### src/rtl/diferential_cfg_loader.sv
// Shadow-loads CELLS configuration nibbles and commits them to the fabric in one cycle with a fab_rst pulse.
// Define DIFERENTIAL_CFG_CHECKSUM_EN to build the trailing XOR-checksum stage (CHECK state, err flag).
module diferential_cfg_loader #(
    parameter int CELLS = 9,
    parameter int CW    = 4
) (
    input  logic                  clk,
    input  logic                  reset,
    input  logic                  start,
    input  logic                  din_valid,
    input  logic [CW-1:0]         din,
    output logic [CELLS*CW-1:0]   cell_cfg,
    output logic                  fab_rst,
    output logic                  busy,
    output logic                  done,
    output logic                  err
);
    localparam int IW = (CELLS > 1) ? $clog2(CELLS) : 1;
    localparam logic [IW-1:0] LAST_IDX = IW'(CELLS - 1);

    localparam logic [1:0] S_IDLE   = 2'd0;
    localparam logic [1:0] S_LOAD   = 2'd1;
`ifdef DIFERENTIAL_CFG_CHECKSUM_EN
    localparam logic [1:0] S_CHECK  = 2'd2;
`endif
    localparam logic [1:0] S_COMMIT = 2'd3;

    logic [1:0]          state;
    logic [IW-1:0]       idx;
    logic [CELLS*CW-1:0] shadow;
    logic                nib_vld;
    logic [CW-1:0]       nib_dat;
    logic                accepting;

`ifdef DIFERENTIAL_CFG_CHECKSUM_EN
    logic [CW-1:0]       cks;
    assign accepting = (state == S_LOAD) || (state == S_CHECK);
`else
    assign accepting = (state == S_LOAD);
    assign err       = 1'b0;
`endif

    assign fab_rst = (state == S_COMMIT);
    assign busy    = (state != S_IDLE);

    // Nibbles are registered on acceptance; a nibble arriving with start belongs to no sequence.
    always_ff @(posedge clk) begin
        if (reset) begin
            nib_vld <= 1'b0;
            nib_dat <= '0;
        end else begin
            nib_vld <= din_valid && !start && accepting;
            nib_dat <= din;
        end
    end

    always_ff @(posedge clk) begin
        if (reset) begin
            state    <= S_IDLE;
            idx      <= '0;
            shadow   <= '0;
            cell_cfg <= '0;
            done     <= 1'b0;
`ifdef DIFERENTIAL_CFG_CHECKSUM_EN
            err      <= 1'b0;
            cks      <= '0;
`endif
        end else begin
            case (state)
                S_IDLE: begin
                    if (start) begin
                        state <= S_LOAD;
                        idx   <= '0;
                        done  <= 1'b0;
`ifdef DIFERENTIAL_CFG_CHECKSUM_EN
                        err   <= 1'b0;
                        cks   <= '0;
`endif
                    end
                end
                S_LOAD: begin
                    if (start) begin
                        idx <= '0;
`ifdef DIFERENTIAL_CFG_CHECKSUM_EN
                        cks <= '0;
`endif
                    end else if (nib_vld) begin
                        shadow[int'(idx)*CW +: CW] <= nib_dat;
`ifdef DIFERENTIAL_CFG_CHECKSUM_EN
                        cks <= cks ^ nib_dat;
`endif
                        if (idx == LAST_IDX) begin
`ifdef DIFERENTIAL_CFG_CHECKSUM_EN
                            state <= S_CHECK;
`else
                            state <= S_COMMIT;
`endif
                        end else begin
                            idx <= idx + 1'b1;
                        end
                    end
                end
`ifdef DIFERENTIAL_CFG_CHECKSUM_EN
                S_CHECK: begin
                    if (start) begin
                        state <= S_LOAD;
                        idx   <= '0;
                        cks   <= '0;
                    end else if (nib_vld) begin
                        if (nib_dat == cks) begin
                            state <= S_COMMIT;
                        end else begin
                            state <= S_IDLE;
                            err   <= 1'b1;
                        end
                    end
                end
`endif
                S_COMMIT: begin
                    cell_cfg <= shadow;
                    done     <= 1'b1;
                    state    <= S_IDLE;
                end
                default: state <= S_IDLE;
            endcase
        end
    end
endmodule

### config.mk
export PLATFORM = sky130hd
export DESIGN_NAME = diferential_cfg_loader
export DESIGN_NICKNAME = d
export VERILOG_FILES = /design/src/rtl/diferential_cfg_loader.sv
export SDC_FILE = /design/constraint.sdc
export NUM_CORES = 1
export LEC_CHECK = 0
export ABC_AREA = 1
export CAP_MARGIN = 10
export CORE_MARGIN = 10
export CORE_UTILIZATION = 58
export DETAILED_ROUTE_END_ITERATION = 10
export HOLD_SLACK_MARGIN = 0.06
export PLACE_DENSITY = 0.83
export SLEW_MARGIN = 20
export SYNTH_ARGS = -nofsm -noshare
export SYNTH_HDL_FRONTEND = slang
export SYNTH_SLANG_ARGS = --single-unit
### constraint.sdc
create_clock -name clk -period 2.9 [get_ports clk]
set_input_delay 0.87 -clock clk [delete_from_list [all_inputs] [get_ports clk]]
set_output_delay 0.87 -clock clk [all_outputs]
set_load 0.03 [all_outputs]
# [Word level (Yosys, flattened, before mapping)]
# Index checks and enable logic that the tools add are counted.
[word_totals] in_bits=8 reg_bits=84
[op_classes] reduce_logical=11 shift=2 bitwise=1 addsub=2 eq_ne=9 muxes=13
[op_table] cell="$bwmux 36" count=1
[op_table] cell="$shift 4x33->36 const A" count=1
[op_table] cell="$shiftx 4x33->36" count=1
[op_table] cell="$neg 6->33" count=1
[op_table] cell="$mux 4" count=4
[op_table] cell="$mux 2" count=4
[op_table] cell="$pmux 4 s2" count=1
[op_table] cell="$reduce_and 4->1" count=2
[op_table] cell="$ne 2x2->1 const B" count=3
[op_table] cell="$ne 3x3->1 const B" count=2
[op_table] cell="$reduce_bool 2->1" count=3
[op_table] cell="$add 4x1->4 const B" count=1
[op_table] cell="$eq 4x4->1 const B" count=1
[op_table] cell="$pmux 2 s2" count=1
[op_table] cell="$reduce_and 3->1" count=1
[op_table] cell="$eq 2x1->1 const B" count=1
[op_table] cell="$eq 2x2->1 const B" count=1
[op_table] cell="$logic_and 1x1->1" count=2
[op_table] cell="$logic_not 2->1" count=1
[op_table] cell="$ne 2x1->1 const B" count=1
[op_table] cell="$pmux 1 s2" count=1
[op_table] cell="$reduce_and 2->1" count=1
[op_table] cell="$logic_not 1->1" count=1
[op_table] cell="$mux 1" count=1
[op_table] cell="$not 1->1" count=1

# [Logic depth before layout (Yosys ltp)]
# Gate-level depths: netlist of run 1.
[logic_depth] depth_word=5 depth_mapped=14 mapped_depth_nobuf=13

# [Worst setup path after synthesis of run 1]
# Ideal clock, no wire load.
[synth_path] kind="reg2out" start="register state[1]" end="output port fab_rst" n_path_buf=1 setup_slack_ns=0.957 path_stages_with_launch=4 required_ns=2.030 arrival_time_ns=1.073 path_cell_list="dfxtp_1 > nand2_1 > inv_1 > buf_1"
[synth_via] elab_chain_len=1
[synth_rtl] element="start: declaration" line="28" text="logic [1:0] state;"
[synth_rtl] element="start signal: assignment" line="59" text="state <= S_IDLE;"
[synth_rtl] element="start signal: assignment" line="72" text="state <= S_LOAD;"
[synth_rtl] element="start signal: assignment" line="96" text="state <= S_COMMIT;"
[synth_rtl] element="$eq 2x2->1" line="43" text="assign fab_rst = (state == S_COMMIT);"
[synth_rtl] element="end: declaration" line="13" text="output logic fab_rst,"
# No other way between the ends.

# [Worst setup path after layout of run 1]
[layout_path] start="register state[0]" end="output port busy"
[layout_via] elab_chain_len=1
[layout_rtl] element="$reduce_bool 2->1" line="44" text="assign busy = (state != S_IDLE);"
[layout_rtl] element="end: declaration" line="14" text="output logic busy,"
# No other way between the ends.

==> results of run 1 <==
-- cell families (layout without fill, tap and decap cells) --
kind of cell,Yosys count,in the layout,synth area share
other cells,1,1,0.00108
flops,84,84,0.484
simple gates,241,241,0.297
buf+inv,76,121,0.0894
fa+ha+maj,3,3,0.0108
compound gates,81,81,0.117
-- per-stage QoR --
step                worst slack (ns)  cell area [um^2]  hold slack (ns)  utilization
finish                         0.512              4190            0.460        0.716
global route                   0.335              4190            0.493        0.716
CTS                            0.488              4190            0.461        0.716
detailed placement             0.371              3970            0.449        0.679
global placement               0.448              3970            0.446        0.679
floorplan                      0.957              3470            0.429            -
-- worst register-to-register path, cell delays in order (launching register included) --
cell and delay (ns):
dfxtp_1 0.54, inv_1 0.20, ha_1 0.36, inv_1 0.21
nand2_1 0.09, nor2_1 0.10, nand2_1 0.07, nor2_2 0.21
nand2_1 0.16, nand2_1 0.09, nand2_1 0.04, nor2_1 0.09
-- report_power, final --
part	internal, mW	switching (mW)	leakage (nW)	total, mW
Sequential	1.16	0.00761	0.678	1.17
Clock	0.505	0.388	0.109	0.893
Combinational	0.0446	0.0907	0.993	0.135
-- registers in the layout (all words and copies together) (netlist names) --
| register | count |
|---|---|
| idx | 4 |
| nib_dat | 4 |
| done | 1 |
| nib_vld | 1 |
| cell_cfg | 36 |
| state | 2 |
| shadow | 36 |
-- cell type report --
| cell class | instances | area (um^2) |
|---|---|---|
| Multi-Input combinational cell | 326 | 1480 |
| Timing Repair Buffer | 52 | 515 |
| Clock buffer | 11 | 141 |
| Inverter | 54 | 203 |
| Tap cell | 75 | 93.8 |
| Fill cell | 472 | 1660 |
| Clock inverter | 4 | 73.8 |
| Sequential cell | 84 | 1680 |
-- routing by layer --
layer / GRT usage / wire (um) / share of wire / up-vias
li1: - / - / - / 1595
met1: 0.175 / 3390 / 0.47 / 1334
met5: 0 / 0 / 0 / -
met2: 0.262 / 3360 / 0.46 / 64
met4: 0.0481 / 51 / 0.0070 / 0
met3: 0.0541 / 473 / 0.065 / 7
-- how the worst max path moves through the flow --
stage,cells past startpoint,startpoint,end
detailed placement,9,start,shadow[5]
floorplan,3,state[1],fab_rst
CTS,3,state[0],busy
finish,3,state[0],busy
global placement,10,start,shadow[20]
global route,11,idx[0],shadow[1]
-- cell usage in the layout, fill, tap and decap left out, types with 3 or more instances in the layout --
master and n:
a21oi_1 25, buf_4 6, clkbuf_8 10, clkdlybuf4s50_1 45, dfxtp_1 84, ha_1 3
inv_1 50, inv_2 4, nand2_1 67, nand2_2 8, nand3_1 11, nand4_1 8
nor2_1 133, nor2_4 4, nor3_1 4, o21ai_0 54
==> reports/qor.txt, run 1 <==
synthesized net count -> 497
CP startpoint kind -> register
hpwl dp -> 5170 um
clock root buffer -> clkbuf_8
Post-Layout Cell Count -> 606
mapped cell area -> 3470 um^2
RSZ-0062 raised after global routing -> false
dominant cell type by area after synthesis -> dfxtp_1
CTS tree -> done
synth cell count leaders -> nor2_1, dfxtp_1, nand2_1
Largest stage delay, worst path -> 0.66 ns
Seq/Total Area, Yosys -> 0.484
setup slack, reg-to-reg -> 0.68 ns
H-tree depth -> 3
Synth cell types -> 25
post-CTS sizing -> 0
Via density -> 4.95
Cell Pwr Density -> 524 nW/um^2
EDFF count, synth -> 0
mean post-synth cell area -> 7.14 um^2
Reg clk slew, reported paths -> 0.08 ns
max-slew violations -> 0
Max-Cap Viols -> 0
share of the synthesized area in the top cell type -> 0.484
num rows -> 28
Hold Path Origin -> shadow[19]
area delta synth->final -> 20.6%
top area cells in the synthesized netlist -> dfxtp_1, nor2_1, o21ai_0, nand2_1, inv_1
synthesized instance count -> 486
Avg WL per Cell -> 12.0 um
final hold violations -> 0
worst r2r dst -> shadow[0]
number of synthesized register bits -> 84
Final #Nets -> 538
Hold Path Stages -> 2
Slew @ Worst Pin -> 0.619 ns
worst skew pair latency -> 0.34 ns
Min-Delay Endpoint -> cell_cfg[19]
HP Class -> reg2reg
layout cells sized above 1 -> 0.0772
dpl cells -> 591
vias in the first global route -> 2965
Max IR drop VDD -> 0.000356 V
worst path bufs/invs -> 2
r2r worst-path depth -> 11
Fmax -> 419 MHz
final setup TNS -> 0 ns
Critical Path RT -> 2.03 ns
drc violations -> 0
Static Leakage -> 1.78 nW
final period utilization -> 0.824
Antenna Cells -> 0
initial antenna violation count -> 0
Critical R2R Launch -> idx[0]
CP max-delay cell -> clkdlybuf4s50_1
1st-iter DRT viols -> 153
Overall Power -> 2.19 mW
core region area -> 5850 um^2
Yosys warning count -> 0
gpl congestion -> 0.875
drt total wl -> 7280 um
final setup fails -> 0
most common cell in the netlist -> nor2_1
fin crit period -> 2.39 ns
hold_buf cts -> 0
largest net degree at the start of global routing -> 74
critical path peak fanout -> 3
via count -> 3000
buffers added on ports -> 46
Crit Path Class -> reg2out
crit path DAT -> 1.52 ns
Critical Path, Cell by Cell -> inv_1 -> nand2_1 -> clkdlybuf4s50_1
Critical Path Sink Type -> output port
Post-CTS Setup Inserts -> 0
DR pass1 iterations -> 5
Die Area -> 9480 um^2
gr ovfl total -> 0
cell family with most CP delay -> buffers and inverters
Die H -> 97.4 um
Initial Util -> 0.593
asr flop ratio synth -> 0
post-route ant nets -> 0
clk_skew -> 0.0104 ns
total clock buffers created by CTS -> 9
outcome -> finished clean
relative slew slack -> 0.586
first-pass GRT wire length -> 12700 um
Sink Count -> 84
most frequently used flop master after synthesis -> dfxtp_1
IO Count -> 48
gr usage total -> 0.154
clk buf depth -> 2
chip width -> 97.4 um
No activity file was read; power rests on OpenSTA's default activity.
==> run 2, diff against run 1 <==
Settings changed: CORE_UTILIZATION 58 to 54, PLACE_DENSITY 0.83 to 0.78.
Clock period 2.9 ns to 2.35 ns, I/O delays scaled along.
==> reports/qor.txt, run 2 (synthesized netlist as in run 1, its figures left out) <==
outcome -> finished clean
largest net degree at the start of global routing -> 76 (+2.7%)
worst r2r dst -> shadow[4]
final setup fails -> 0 (unchanged)
via count -> 2997 (-0.10%)
Net Sw Frac -> 0.239 (+0.0168)
Max-Cap Viols -> 0 (unchanged)
H-tree depth -> 3 (unchanged)
area delta synth->final -> 20.8%
highest metal used -> met4
clk buf depth -> 2 (unchanged)
setup slack, reg-to-reg -> 0.41 ns (-0.27 ns)
Hold Path Origin -> shadow[17]
IO Count -> 48 (unchanged)
P_sw -> 0.630 mW (+29%)
Max IR drop VDD -> 0.000371 V (+4.2%)
met2 wire length -> 3210 um (-4.4%)
CP max-delay cell -> clkdlybuf4s50_1
Critical R2R Launch -> idx[2]
Clk pwr share -> 0.391 (-0.016)
gpl congestion -> 0.828 (-5.4%)
vias in the first global route -> 2687 (-9.4%)
critical path peak fanout -> 3 (unchanged)
Critical Path Sink Type -> output port
core region area -> 6310 um^2 (+7.9%)
final core utilization -> 0.664 (-0.0517)
DRT met1 WL -> 3420 um (+0.65%)
CTS tree -> done
Crit Path Class -> reg2out
drt total wl -> 7190 um (-1.2%)
crit path DAT -> 1.56 ns (+0.04 ns)
Static Leakage -> 1.78 nW (-0.17%)
layout cells sized above 1 -> 0.0843 (+0.00706)
Final WS setup -> 0.0859 ns (-0.426 ns)
Largest stage delay, worst path -> 0.66 ns (about the same)
gr ovfl total -> 0 (unchanged)
dpl ws -> -0.0743 ns (-0.445 ns)
sequential power share -> 0.544 (+0.013)
Critical Path, Cell by Cell -> inv_1 -> nand2_1 -> clkdlybuf4s50_1
gr usage total -> 0.144 (-0.00962)
Routed met3 length -> 479 um (+1.3%)
clk_skew -> 0.00817 ns (-0.00220 ns)
combinational share of power -> 0.065 (+0.003)
Overall Power -> 2.64 mW (+20%)
Cell Pwr Density -> 629 nW/um^2 (+20%)
buffers added on ports -> 46 (unchanged)
Pint -> 2.01 mW (+18%)
Sink Count -> 84 (unchanged)
max-slew violations -> 0 (unchanged)
r2r worst-path depth -> 9 (-2)
Fmax -> 442 MHz
clock root buffer -> clkbuf_8
worst path bufs/invs -> 2 (unchanged)
first-pass GRT wire length -> 12200 um (-4.4%)
RSZ-0062 raised after global routing -> false
Die Area -> 10000 um^2 (+5.9%)
total clock buffers created by CTS -> 9 (unchanged)
hpwl dp -> 5150 um (-0.55%)
biggest regs -> cell_cfg (36), shadow (36)
1st-iter DRT viols -> 185 (+21%)
final period utilization -> 0.963
fin crit period -> 2.26 ns
num rows -> 29 (+3.6%)
post-route ant nets -> 0 (unchanged)
Critical Path RT -> 1.64 ns (-0.39 ns)
Die H -> 100 um (+2.9%)
final hold violations -> 0 (unchanged)
HP Class -> reg2reg
CP startpoint kind -> register
Hold Path Stages -> 2 (unchanged)
initial antenna violation count -> 0 (unchanged)
Initial Util -> 0.550 (-0.0435)
DR pass1 iterations -> 4 (-1)
Reg clk slew, reported paths -> 0.08 ns (about the same)
most frequent cells in the layout -> nor2_1, dfxtp_1, nand2_1
chip width -> 100 um (+2.9%)
Min-Delay Endpoint -> cell_cfg[17]
fill count -> 562 (+19%)
Via density -> 4.91 (-0.92%)
most common cell after layout, fill and taps aside -> nor2_1
cell family with most CP delay -> buffers and inverters
Avg WL per Cell -> 11.8 um (-2.0%)
Post-CTS Setup Inserts -> 0 (unchanged)
worst skew pair latency -> 0.35 ns (about the same)
drc violations -> 0 (unchanged)
Final #Nets -> 540 (+0.37%)
Antenna Cells -> 0 (unchanged)
-- run 2: changes by cell type in the layout (fill, tap and decap cells not counted), sizes merged --
| cell | delta |
|---|---|
| inv | +1 |
| clkinvlp | +2 |
| bufinv | -1 |
| clkinv | -1 |
| buf | +2 |
-- run 2: power by group through the flow --
| stage | sequential, mW | combinational, mW | clock [mW] |
|---|---|---|---|
| 2_1_floorplan | 1.47 | 0.122 | 0 |
| 3_3_place_gp | 1.47 | 0.169 | 0 |
| 3_5_place_dp | 1.47 | 0.171 | 0 |
| 4_1_cts | 1.44 | 0.171 | 1.05 |
| 5_1_grt | 1.44 | 0.193 | 1.10 |
| 6_report | 1.44 | 0.172 | 1.03 |
-- run 2: how the worst max path moves through the flow --
stage	startpoint	end	slack [ns]	cells past startpoint
global placement	start	shadow[33]	0.02	11
floorplan	idx[0]	shadow[0]	0.49	12
CTS	state[0]	busy	0.08	3
global route	state[0]	busy	0.02	3
detailed placement	start	shadow[32]	-0.07	11
finish	state[0]	busy	0.09	3
-- run 2: area by class of cell --
type                       instances  area (um^2)  share of cell area
timing repair buffer              54          531               0.126
multi-input combinational        326         1480               0.354
clock inverter                     5         58.8              0.0140
clock buffer                      11          141              0.0337
sequential                        84         1680               0.401
inverter                          54          203              0.0483
tap                               77         96.3              0.0230
-- run 2: stage by stage --
step / setup TNS (ns) / area (um^2) / cells / hold slack (ns)
2_1_floorplan: 0 / 3470 / 486 / 0.429
6_report: 0 / 4190 / 611 / 0.452
3_5_place_dp: -0.318 / 3990 / 595 / 0.442
4_1_cts: 0 / 4190 / 611 / 0.459
3_3_place_gp: 0 / 3990 / 595 / 0.445
5_1_grt: 0 / 4190 / 611 / 0.476
-- run 2: worst reg2reg max path: cells and delay by family, from the launching register on --
family / cells / cell delay, ns
AOI/OAI and AO/OA: 1 / 0.22
adders and majority gates: 1 / 0.32
buffers and inverters: 1 / 0.04
DFF: 1 / 0.43
and+or+nand+nor: 6 / 0.82
-- run 2: what timing repair did --
| item | CTS | global route |
|---|---|---|
| setup endpoints to repair | 0 | 1 |
| hold buffers | 0 | 0 |
| resized for setup | 0 | 1 |
-- run 2: routing by layer --
| layer | global-route usage | up-vias |
|---|---|---|
| met5 | 0 | - |
| met4 | 0.0489 | 0 |
| met3 | 0.0501 | 8 |
| met2 | 0.229 | 60 |
| met1 | 0.178 | 1328 |
| li1 | - | 1601 |
==> run 3, diff against run 2 <==
Clock period 2.35 ns to 2.09 ns, I/O delays scaled along.
==> reports/qor.txt, run 3 (synthesized netlist as in run 1, its figures left out) <==
IO Count -> 48 (unchanged)
area delta synth->final -> 22.4%
critical path peak fanout -> 2 (-1)
gr ovfl total -> 0 (unchanged)
fin crit period -> 2.02 ns
fin area -> 4250 um^2 (+1.3%)
1st-iter DRT viols -> 122 (-34%)
clk buf depth -> 2 (unchanged)
Initial Util -> 0.550 (unchanged)
post-route ant nets -> 0 (unchanged)
Die H -> 100 um (unchanged)
Critical Path Sink Type -> output port
CTS tree -> done
r2r worst-path depth -> 11 (+2)
Hold Path Stages -> 2 (unchanged)
Max-Cap Viols -> 0 (unchanged)
hold_buf cts -> 0 (unchanged)
max-slew violations -> 0 (unchanged)
drt total wl -> 7310 um (+1.7%)
H-tree depth -> 3 (unchanged)
RSZ-0062 raised after global routing -> false
Sink Count -> 84 (unchanged)
Static Leakage -> 1.81 nW (+1.9%)
cell family with most CP delay -> buffers and inverters
most common cell after layout, fill and taps aside -> nor2_1
Antenna Cells -> 0 (unchanged)
core region area -> 6310 um^2 (unchanged)
DP Area -> 4020 um^2 (+0.69%)
Critical Path, Cell by Cell -> clkdlybuf4s50_1
WP depth -> 1 (-2)
HP Class -> reg2reg
biggest regs -> cell_cfg (36), shadow (36)
Die Area -> 10000 um^2 (unchanged)
Fmax -> 495 MHz
initial antenna violation count -> 0 (unchanged)
Reg clk slew, reported paths -> 0.08 ns (about the same)
final period utilization -> 0.968
Final #Nets -> 542 (+0.37%)
Crit Path Class -> reg2out
Cell Pwr Density -> 733 nW/um^2 (+16%)
final setup TNS -> 0 ns (unchanged)
gpl congestion -> 0.815 (-1.5%)
hpwl dp -> 5260 um (+2.1%)
CP startpoint kind -> register
largest net degree at the start of global routing -> 51 (-33%)
final hold violations -> 0 (unchanged)
clk_skew -> 0.0109 ns (+0.00276 ns)
DR pass1 iterations -> 4 (unchanged)
Avg WL per Cell -> 11.9 um (+1.4%)
Max IR drop VDD -> 0.000406 V (+9.5%)
most frequent cells in the layout -> nor2_1, dfxtp_1, nand2_1
drc violations -> 0 (unchanged)
vias in the first global route -> 2754 (+2.5%)
gr usage total -> 0.149 (+0.00435)
via count -> 3008 (+0.37%)
CP max-delay cell -> clkdlybuf4s50_1
final setup fails -> 0 (unchanged)
clock root buffer -> clkbuf_8
Final WS setup -> 0.0679 ns (-0.0180 ns)
dpl ws -> -0.198 ns (-0.124 ns)
first-pass GRT wire length -> 12500 um (+2.6%)
buffers added on ports -> 46 (unchanged)
worst hold margin -> 0.459 ns (+0.00710 ns)
outcome -> finished clean
chip width -> 100 um (unchanged)
worst path bufs/invs -> 1 (-1)
Largest stage delay, worst path -> 0.70 ns (+0.04 ns)
total clock buffers created by CTS -> 9 (unchanged)
layout cells sized above 1 -> 0.0877 (+0.00342)
Via density -> 4.91 (about the same)
worst skew pair latency -> 0.36 ns (about the same)
Critical Path RT -> 1.46 ns (-0.18 ns)
crit path DAT -> 1.40 ns (-0.16 ns)
num rows -> 29 (unchanged)
## run 3: power by group
group          switching, mW  internal, mW  total [mW]
Sequential           0.00818          1.61        1.62
Clock                  0.561         0.742        1.30
Combinational          0.128        0.0684       0.196
## run 3: path summary, 6_finish.rpt
| kind | slack (ns) | end | startpoint |
|---|---|---|---|
| worst max-delay path | 0.07 | cell_cfg[11] | cell_cfg[11] |
| worst min-delay path | 0.46 | cell_cfg[17] | shadow[17] |
| worst max register to register | 0.18 | shadow[35] | idx[0] |
| worst min register to register | 0.46 | cell_cfg[17] | shadow[17] |
## run 3: per-stage QoR
step,utilization,instances,total power [mW]
after floorplan,-,486,1.79
after global placement,0.637,597,1.85
after detailed placement,0.637,597,1.85
after CTS,0.673,613,3.14
after global routing,0.673,613,3.22
final,0.673,613,3.11
## run 3: layout make-up
cell class / instances / area, um^2
clock inverter: 3 / 68.8
fill: 550 / 2060
sequential: 84 / 1680
tap: 77 / 96.3
multi-input combinational: 326 / 1490
timing repair buffer: 56 / 557
inverter: 54 / 203
clock buffer: 13 / 159
## run 3: timing repair
| item | in CTS | in global routing |
|---|---|---|
| endpoints found under the setup margin | 2 | 4 |
| buffers inserted | 0 | 0 |
| gates resized for setup | 2 | 1 |
## run 3: per-layer routing
metal / GRT usage / vias to the layer above / routed length [um]
li1: - / 1613 / -
met1: 0.184 / 1328 / 3460
met2: 0.233 / 61 / 3300
met3: 0.0549 / 6 / 492
met4: 0.0489 / 0 / 62
met5: 0 / - / 0
